### config.mk
export PLATFORM = sky130hd
export DESIGN_NAME = cstore_loader_flat
export DESIGN_NICKNAME = d
export VERILOG_FILES = /design/src/rtl/cstore_loader_pkg.sv /design/src/rtl/cstore_loader_if.sv /design/src/rtl/cstore_loader.sv /design/src/flat_wrapper.sv
export SDC_FILE = /design/constraint.sdc
export NUM_CORES = 1
export LEC_CHECK = 0
export CAP_MARGIN = 20
export CORE_MARGIN = 2
export CORE_UTILIZATION = 38
export CTS_CLUSTER_DIAMETER = 80
export DETAILED_ROUTE_END_ITERATION = 6
export PLACE_DENSITY = 0.64
export SKIP_CTS_REPAIR_TIMING = 1
export SYNTH_ARGS = -nofsm -noshare
export SYNTH_HDL_FRONTEND = slang
export SYNTH_SLANG_ARGS = --single-unit
export TNS_END_PERCENT = 1
### constraint.sdc
create_clock -name clk -period 3.6 [get_ports clk]
set_input_delay 0.36 -clock clk [delete_from_list [all_inputs] [get_ports clk]]
set_output_delay 0.36 -clock clk [all_outputs]
set_load 0.005 [all_outputs]
### src/rtl/cstore_loader_pkg.sv
// Shared definitions for the control-store loader and the control ROM it fills:
// default geometry, loader state encoding and the AHI reserved-bit mask.
package cstore_loader_pkg;

    localparam int CS_ADDR_WIDTH = 12;
    localparam int CS_DATA_WIDTH = 8;

    localparam logic [7:0] AHI_RSVD_MASK = 8'hF0;

    typedef enum logic [2:0] {
        ST_IDLE = 3'd0,
        ST_ALO  = 3'd1,
        ST_LEN  = 3'd2,
        ST_DATA = 3'd3,
        ST_CSUM = 3'd4
    } state_e;

    // An AHI byte only carries address bits; anything in the upper nibble is a framing error.
    function automatic logic ahi_valid(input logic [7:0] b);
        return (b & AHI_RSVD_MASK) == 8'h00;
    endfunction

endpackage

### src/rtl/cstore_loader_if.sv
// Byte-stream input, control-store write port and CPU status lines of the loader.
interface cstore_loader_if import cstore_loader_pkg::*; #(
    parameter int ADDR_WIDTH = CS_ADDR_WIDTH,
    parameter int DATA_WIDTH = CS_DATA_WIDTH
);
    logic                  in_valid;
    logic [7:0]            in_data;
    logic                  in_ready;
    logic                  cs_stall;
    logic                  cs_we;
    logic [ADDR_WIDTH-1:0] cs_addr;
    logic [DATA_WIDTH-1:0] cs_data;
    logic                  cpu_hold;
    logic                  done;
    logic                  err;

    modport slave (
        input  in_valid, in_data, cs_stall,
        output in_ready, cs_we, cs_addr, cs_data, cpu_hold, done, err
    );

    modport master (
        output in_valid, in_data, cs_stall,
        input  in_ready, cs_we, cs_addr, cs_data, cpu_hold, done, err
    );

endinterface

### src/rtl/cstore_loader.sv
// Frame parser that streams AHI/ALO/LEN/data/CSUM bytes into the control store,
// holding the CPU for the duration of a frame and checking the byte checksum.
module cstore_loader import cstore_loader_pkg::*; #(
    parameter int ADDR_WIDTH = CS_ADDR_WIDTH,
    parameter int DATA_WIDTH = CS_DATA_WIDTH
) (
    input  logic           clk,
    input  logic           reset,
    cstore_loader_if.slave bus
);

    state_e                state_q, state_d;
    logic [ADDR_WIDTH-1:0] addr_q, addr_d;
    logic [7:0]            cnt_q, cnt_d;
    logic [7:0]            sum_q, sum_d;
    logic                  cs_we_q, cs_we_d;
    logic [ADDR_WIDTH-1:0] cs_addr_q, cs_addr_d;
    logic [DATA_WIDTH-1:0] cs_data_q, cs_data_d;
    logic                  hold_q, hold_d;
    logic                  done_q, done_d;
    logic                  err_q, err_d;
    logic                  accept_s;
    logic [7:0]            sum_next_s;

    // Only the data phase can be back-pressured by the control store.
    assign bus.in_ready = (state_q != ST_DATA) | ~bus.cs_stall;
    assign accept_s     = bus.in_valid & bus.in_ready;
    assign sum_next_s   = sum_q + bus.in_data;

    // Next-state and output computation for one accepted byte.
    always_comb begin
        state_d   = state_q;
        addr_d    = addr_q;
        cnt_d     = cnt_q;
        sum_d     = sum_q;
        cs_we_d   = 1'b0;
        cs_addr_d = cs_addr_q;
        cs_data_d = cs_data_q;
        hold_d    = hold_q;
        done_d    = 1'b0;
        err_d     = err_q;
        if (accept_s) begin
            case (state_q)
                ST_IDLE: begin
                    if (ahi_valid(bus.in_data)) begin
                        err_d   = 1'b0;
                        addr_d  = ADDR_WIDTH'({bus.in_data[3:0], 8'h00});
                        sum_d   = bus.in_data;
                        hold_d  = 1'b1;
                        state_d = ST_ALO;
                    end else begin
                        err_d   = 1'b1;
                    end
                end
                ST_ALO: begin
                    // Low byte lands in bits that AHI left cleared.
                    addr_d  = addr_q | ADDR_WIDTH'(bus.in_data);
                    sum_d   = sum_next_s;
                    state_d = ST_LEN;
                end
                ST_LEN: begin
                    cnt_d   = bus.in_data;
                    sum_d   = sum_next_s;
                    state_d = ST_DATA;
                end
                ST_DATA: begin
                    cs_we_d   = 1'b1;
                    cs_addr_d = addr_q;
                    cs_data_d = DATA_WIDTH'(bus.in_data);
                    addr_d    = addr_q + ADDR_WIDTH'(1);
                    sum_d     = sum_next_s;
                    if (cnt_q == 8'd0) begin
                        state_d = ST_CSUM;
                    end else begin
                        cnt_d   = cnt_q - 8'd1;
                    end
                end
                ST_CSUM: begin
                    if (sum_next_s == 8'h00) begin
                        done_d = 1'b1;
                        err_d  = 1'b0;
                    end else begin
                        err_d  = 1'b1;
                    end
                    hold_d  = 1'b0;
                    state_d = ST_IDLE;
                end
                default: begin
                    hold_d  = 1'b0;
                    state_d = ST_IDLE;
                end
            endcase
        end else begin
            state_d = state_q;
        end
    end

    // State and registered outputs; reset abandons any partial frame.
    always_ff @(posedge clk or posedge reset) begin
        if (reset) begin
            state_q   <= ST_IDLE;
            addr_q    <= '0;
            cnt_q     <= 8'd0;
            sum_q     <= 8'd0;
            cs_we_q   <= 1'b0;
            cs_addr_q <= '0;
            cs_data_q <= '0;
            hold_q    <= 1'b0;
            done_q    <= 1'b0;
            err_q     <= 1'b0;
        end else begin
            state_q   <= state_d;
            addr_q    <= addr_d;
            cnt_q     <= cnt_d;
            sum_q     <= sum_d;
            cs_we_q   <= cs_we_d;
            cs_addr_q <= cs_addr_d;
            cs_data_q <= cs_data_d;
            hold_q    <= hold_d;
            done_q    <= done_d;
            err_q     <= err_d;
        end
    end

    assign bus.cs_we    = cs_we_q;
    assign bus.cs_addr  = cs_addr_q;
    assign bus.cs_data  = cs_data_q;
    assign bus.cpu_hold = hold_q;
    assign bus.done     = done_q;
    assign bus.err      = err_q;

endmodule
### src/flat_wrapper.sv
// flat-port wrapper written by rule: the top's interface ports become plain ports
module cstore_loader_flat import cstore_loader_pkg::*;
#(
    parameter int ADDR_WIDTH = CS_ADDR_WIDTH,
    parameter int DATA_WIDTH = CS_DATA_WIDTH
)
  (clk, reset, bus_in_valid, bus_in_data, bus_cs_stall, bus_in_ready, bus_cs_we, bus_cs_addr, bus_cs_data, bus_cpu_hold, bus_done, bus_err);
  cstore_loader_if #(.ADDR_WIDTH(ADDR_WIDTH), .DATA_WIDTH(DATA_WIDTH)) bus_i ();
  input  logic clk;
  input  logic reset;
  input wire logic [$bits(bus_i.in_valid)-1:0] bus_in_valid;
  input wire logic [$bits(bus_i.in_data)-1:0] bus_in_data;
  input wire logic [$bits(bus_i.cs_stall)-1:0] bus_cs_stall;
  output wire logic [$bits(bus_i.in_ready)-1:0] bus_in_ready;
  output wire logic [$bits(bus_i.cs_we)-1:0] bus_cs_we;
  output wire logic [$bits(bus_i.cs_addr)-1:0] bus_cs_addr;
  output wire logic [$bits(bus_i.cs_data)-1:0] bus_cs_data;
  output wire logic [$bits(bus_i.cpu_hold)-1:0] bus_cpu_hold;
  output wire logic [$bits(bus_i.done)-1:0] bus_done;
  output wire logic [$bits(bus_i.err)-1:0] bus_err;
  assign bus_i.in_valid = bus_in_valid;
  assign bus_i.in_data = bus_in_data;
  assign bus_i.cs_stall = bus_cs_stall;
  assign bus_in_ready = bus_i.in_ready;
  assign bus_cs_we = bus_i.cs_we;
  assign bus_cs_addr = bus_i.cs_addr;
  assign bus_cs_data = bus_i.cs_data;
  assign bus_cpu_hold = bus_i.cpu_hold;
  assign bus_done = bus_i.done;
  assign bus_err = bus_i.err;
  cstore_loader #(.ADDR_WIDTH(ADDR_WIDTH), .DATA_WIDTH(DATA_WIDTH)) u_core (.clk(clk), .reset(reset), .bus(bus_i));
endmodule
# Yosys cells after proc, flatten, opt, wreduce, memory -nomap -nowiden
# Cells that the tools add are included.
# totals
regBits	55
input_bits	12
output_inout_bits	25
elab_cells	61
# classes
addsub	3
eq_ne	8
muxes	19
n_bitwise	5
n_reduce_logical	16
# op_table
op	count
12-bit case mux with 3 select lines	1
8-bit case mux with 2 select lines	2
8-bit logical NOT	3
8-bit 2-to-1 mux	2
3-bit AND reduction	5
12-bit by 1-bit adder with 12-bit output, second input constant	1
12-bit 2-to-1 mux	1
12-bit by 8-bit bitwise OR with 12-bit output	1
3-bit case mux with 4 select lines	1
8-bit adder	1
1-bit 2-to-1 mux	8
8-bit by 1-bit subtractor with 8-bit output, second input constant	1
3-bit by 2-bit == test with 1-bit output, second input constant	2
3-bit 2-to-1 mux	2
2-bit nonzero test	3
2-bit by 1-bit inequality test with 1-bit output, second input constant	2
1-bit case mux with 2 select lines	2
2-bit AND reduction	2
3-bit by 1-bit == test with 1-bit output, second input constant	1
3-bit == test, second input constant	1
3-bit logical NOT	1
3-bit by 2-bit inequality test with 1-bit output, second input constant	1
3-bit nonzero test	1
3-bit OR reduction	1
other kinds (4)	5

# Logic depth before layout (Yosys ltp)
# logic_depth
ltp_word	5
mapped_depth	9
mapped_depth_nobuf	9

# Least setup slack after synthesis
# Ideal clock, no wire load.
# synth_path
kind	input-to-reg
from	in bus_in_data[0]
to	reg u_core.done_q, in the netlist u_core.bus.done
setup_time_ps	67
t_arrival_ps	2065
required_time_ps	3533
slack_ps	1468
stages	9
path_buffers	0
path_cell_list	ha_1 inv_1 fa_1 nand2b_1 a211oi_1 nor4_1 a311oi_1 and4b_1 and3_1
# synth_between
elab_chain_len	5
# synth_lines
item	line_no	rtl
from (decl)	flat_wrapper.sv:12	input wire logic [$bits(bus_i.in_data)-1:0] bus_in_data;
8-bit adder	cstore_loader.sv:28	assign sum_next_s = sum_q + bus.in_data;
8-bit logical NOT	cstore_loader.sv:79	if (sum_next_s == 8'h00) begin
1-bit 2-to-1 mux	cstore_loader.sv:79	
1-bit 2-to-1 mux	cstore_loader.sv:43	case (state_q)
1-bit 2-to-1 mux	cstore_loader.sv:42	if (accept_s) begin
named net u_core.done_d	cstore_loader.sv:20	logic done_q, done_d;
to (signal assigned)	cstore_loader.sv:120	done_q <= done_d;
to (decl)	cstore_loader.sv:20	
# The timed path passes the listed nets, and every way through them passes these cells.
# A chain may end at the register's enable or synchronous reset.

# Worst setup path in the final report
# layout_path
from	reg u_core.state_q[0]
to	reg u_core.cs_data_q[6], in the netlist u_core.bus.cs_data[6]
# layout_between
elab_chain_len	4
word_cells_on_any_way	5
classes_between	eq/ne: 2; bitwise: 2; reduce/logical: 1
# layout_lines
item	line_no	rtl
from (decl)	cstore_loader.sv:12	state_e state_q, state_d;
from (signal assigned)	cstore_loader.sv:112	state_q <= state_d;
3-bit by 2-bit inequality test with 1-bit output	cstore_loader.sv:26	assign bus.in_ready = (state_q != ST_DATA) | ~bus.cs_stall;
1-bit bitwise OR	cstore_loader.sv:26	
1-bit bitwise AND	cstore_loader.sv:27	assign accept_s = bus.in_valid & bus.in_ready;
2-bit AND reduction (no line) *	-	
to (signal assigned)	cstore_loader.sv:118	cs_data_q <= cs_data_d;
to (decl)	cstore_loader.sv:18	logic [DATA_WIDTH-1:0] cs_data_q, cs_data_d;
# Mark *: on every way between the ends. The rest lies on a longest branch, timed or not.

==> results.sh <==
export IMPL_outcome="finished, final reports clean"
export IMPL_async_flop_share=1.00
export IMPL_cts_htree_levels=2
export IMPL_timing_final_ws_setup_ns=0.752
export IMPL_cp_slowest_cell="dfrtp_1"
export IMPL_p_sw_w=0.000987
export IMPL_fin_setup_tns_ns=0
export IMPL_synth_area_mm2=0.00304
export IMPL_timing_fmax_mhz=351
export IMPL_grt_max_degree=40
export IMPL_gr_max_usage_layer="met2"
export IMPL_rr_worst_depth=6
export IMPL_antenna_found_initial=0
export IMPL_timing_hold_ws_ns=0.328
export IMPL_synth_seq_area_share=0.452
export IMPL_synth_ff_type="dfrtp_1"
export IMPL_avgSynthCellArea_um2=9.28
export IMPL_synth_seq_cells=55
export IMPL_p_seq_frac=0.403
export IMPL_clock_skew_ns=0.00987
export IMPL_dp_hpwl_um=5080
export IMPL_antenna_cells=0
export IMPL_ys_types=49
export IMPL_leakagePower_nw=1.54
export IMPL_start_kind="flip-flop"
export IMPL_rsz0062_at_grt="false"
export IMPL_final_max_slew_viol_count=0
export IMPL_met2_usage=0.269
export IMPL_nNetsFinal=383
export IMPL_grt_usage=0.174
export IMPL_use_met1=0.253
export IMPL_die_h_um=93.5
export IMPL_vdd_drop_max_uv=335
export IMPL_postSynthNetCount=351
export IMPL_arrival_ns=3.05
export IMPL_drt_pass1_iter_count=4
export IMPL_cts_tree="yes"
export IMPL_crit_type="flip-flop to flip-flop"
export IMPL_power_density_mw_per_mm2=734
export IMPL_nFillCells=740
export IMPL_tightest_slew_ns=0.859
export IMPL_hp_class="input port to async pin"
export IMPL_relSlewSlack=0.423
export IMPL_drt_total_wl_um=7130
export IMPL_clk_path_buf_depth=2
export IMPL_drive_gt1_frac=0.114
export IMPL_io_pins=37
export IMPL_synth_area_leaders="dfrtp_1 (45%), mux2_2 (6.7%), a21oi_1 (4.9%), ha_1 (4.1%), nand2_1 (4.1%)"
export IMPL_die_area_mm2=0.00874
export IMPL_cp_max_fo=16
export IMPL_root_buffer="clkbuf_8"
export IMPL_p_int_w=0.00165
export IMPL_cpPeakStageDelay_ns=0.67
export IMPL_core_mm2=0.00773
export IMPL_drc_errors=0
export IMPL_synth_commonest_cells="dfrtp_1 (55), nand2_1 (33), nor2_1 (33), a21oi_1 (30), o21ai_0 (19)"
export IMPL_start_util=0.394
export IMPL_synth_warnings=0
export IMPL_cts_sinks=55
export IMPL_yosysMostFrequentCell="dfrtp_1"
export IMPL_pwr_share_clk=0.156
export IMPL_p_comb_frac=0.441
export IMPL_crit_required_ns=3.80
export IMPL_synth_top_area_frac=0.452
export IMPL_max_cap_violations=0
export IMPL_clk_latency_ns=0.31
export IMPL_area_growth_pct=18.1
export IMPL_routedWlPerCell_um=15.4
export IMPL_yosysTopAreaCell="dfrtp_1"
export IMPL_grt_pass1_vias=2373
export IMPL_via_count=2515
export IMPL_ant_nets=0
export IMPL_final_period_utilization=0.791
export IMPL_worstPathCellList="inv_2, nor2_2, nand2_1, nor3b_2, buf_4, mux2_2"
export IMPL_clk_pin_slew_ns=0.11
export IMPL_sw_frac_of_total=0.374
export IMPL_tritoncts_num_buffers=5
export IMPL_rows=32
export IMPL_grt_pass1_wl_um=12000
export IMPL_globalRoute_totalOverflow=0
export IMPL_die_w_um=93.5
export IMPL_hold_violations=0
export IMPL_drt_iter0_drc=148
export IMPL_drt_vias_per_instance=5.44
export IMPL_port_buffers=36
export IMPL_synth_edf_count=0
export IMPL_gp_congestion=0.854
export IMPL_grtUsageMet3=0.0282
export IMPL_pre_cts_slack_ns=0.728
export IMPL_syn_inst=328
export IMPL_setup_viol=0
export IMPL_crit_path_end_kind="flip-flop"
export IMPL_fin_crit_ns=2.85
-- flip-flops by register name (all words and copies together) (netlist names) --
name	cells
u_core.addr_q	12
u_core.bus.cpu_hold	1
u_core.bus.cs_addr	12
u_core.bus.cs_data	8
u_core.bus.cs_we	1
u_core.bus.done	1
u_core.bus.err	1
u_core.cnt_q	8
u_core.state_q	3
u_core.sum_q	8
-- path summary, 6_finish.rpt --
path	startpoint	endpoint	slack, ns
max in group asynchronous	reset	u_core.sum_q[2]	2.45
max	u_core.state_q[0]	u_core.bus.cs_data[6]	0.75
min	reset	u_core.state_q[2]	0.33
min in group clk	u_core.bus.err	u_core.bus.err	0.49
min reg2reg	u_core.bus.err	u_core.bus.err	0.49
max reg2reg	u_core.state_q[0]	u_core.bus.cs_data[6]	0.75
-- through the flow --
stage	total power, W	util	cells	area [um^2]
2_1_floorplan	0.00181	-	328	3040
3_3_place_gp	0.00221	0.451	455	3490
3_5_place_dp	0.00224	0.451	455	3490
4_1_cts	0.00265	0.465	462	3590
5_1_grt	0.00286	0.465	462	3590
6_report	0.00264	0.465	462	3590
-- metal layers --
metal / wire length, um / share of wire
met1: 3490 / 0.49
met2: 3300 / 0.46
met3: 254 / 0.036
met4: 76 / 0.011
met5: 0 / 0
-- power by group through the flow --
stage          clock network, W  logic, W  registers [W]
5_1_grt                0.000447   0.00132        0.00110
2_1_floorplan                 0  0.000786        0.00103
3_3_place_gp                  0   0.00114        0.00107
4_1_cts                0.000422   0.00117        0.00106
6_report               0.000411   0.00116        0.00106
3_5_place_dp                  0   0.00116        0.00107
-- cell type report --
type	count	area [um^2]	share of cell area
well taps	102	128	0.0355
repair buffers	42	405	0.113
flip-flops and latches	55	1380	0.383
clock inverters	2	37.5	0.0104
inverters	18	67.6	0.0188
multi-input cells	238	1510	0.420
clock buffers	5	68.8	0.0192
-- cells by family after synthesis --
family | count (synthesis) | synth area share
xor+xnor | 6 | 0.0173
fa+ha+maj | 11 | 0.0477
flops | 55 | 0.452
simple gates | 104 | 0.160
buf+inv | 35 | 0.0518
mux | 21 | 0.0773
compound gates | 96 | 0.194
-- critical path, delay by kind of cell, from the launching register on --
family	cells	cell delay (ns)
mux	1	0.36
buf+inv	2	0.44
flops	1	0.67
simple gates	3	1.25
-- layout by cell type (no fill, tap or decap), types with 6 or more instances in the layout --
cell / Yosys / layout
a31oi_1: 6 / 6
nand2_1: 33 / 33
nor3_1: 10 / 10
ha_1: 10 / 10
buf_4: 3 / 6
o21ai_1: 8 / 8
o21ai_0: 19 / 19
inv_1: 17 / 16
mux2_2: 18 / 18
a21oi_1: 30 / 30
clkdlybuf4s50_1: 0 / 36
nor2_1: 33 / 33
dfrtp_1: 55 / 55
(Power assumes the default switching activity.)
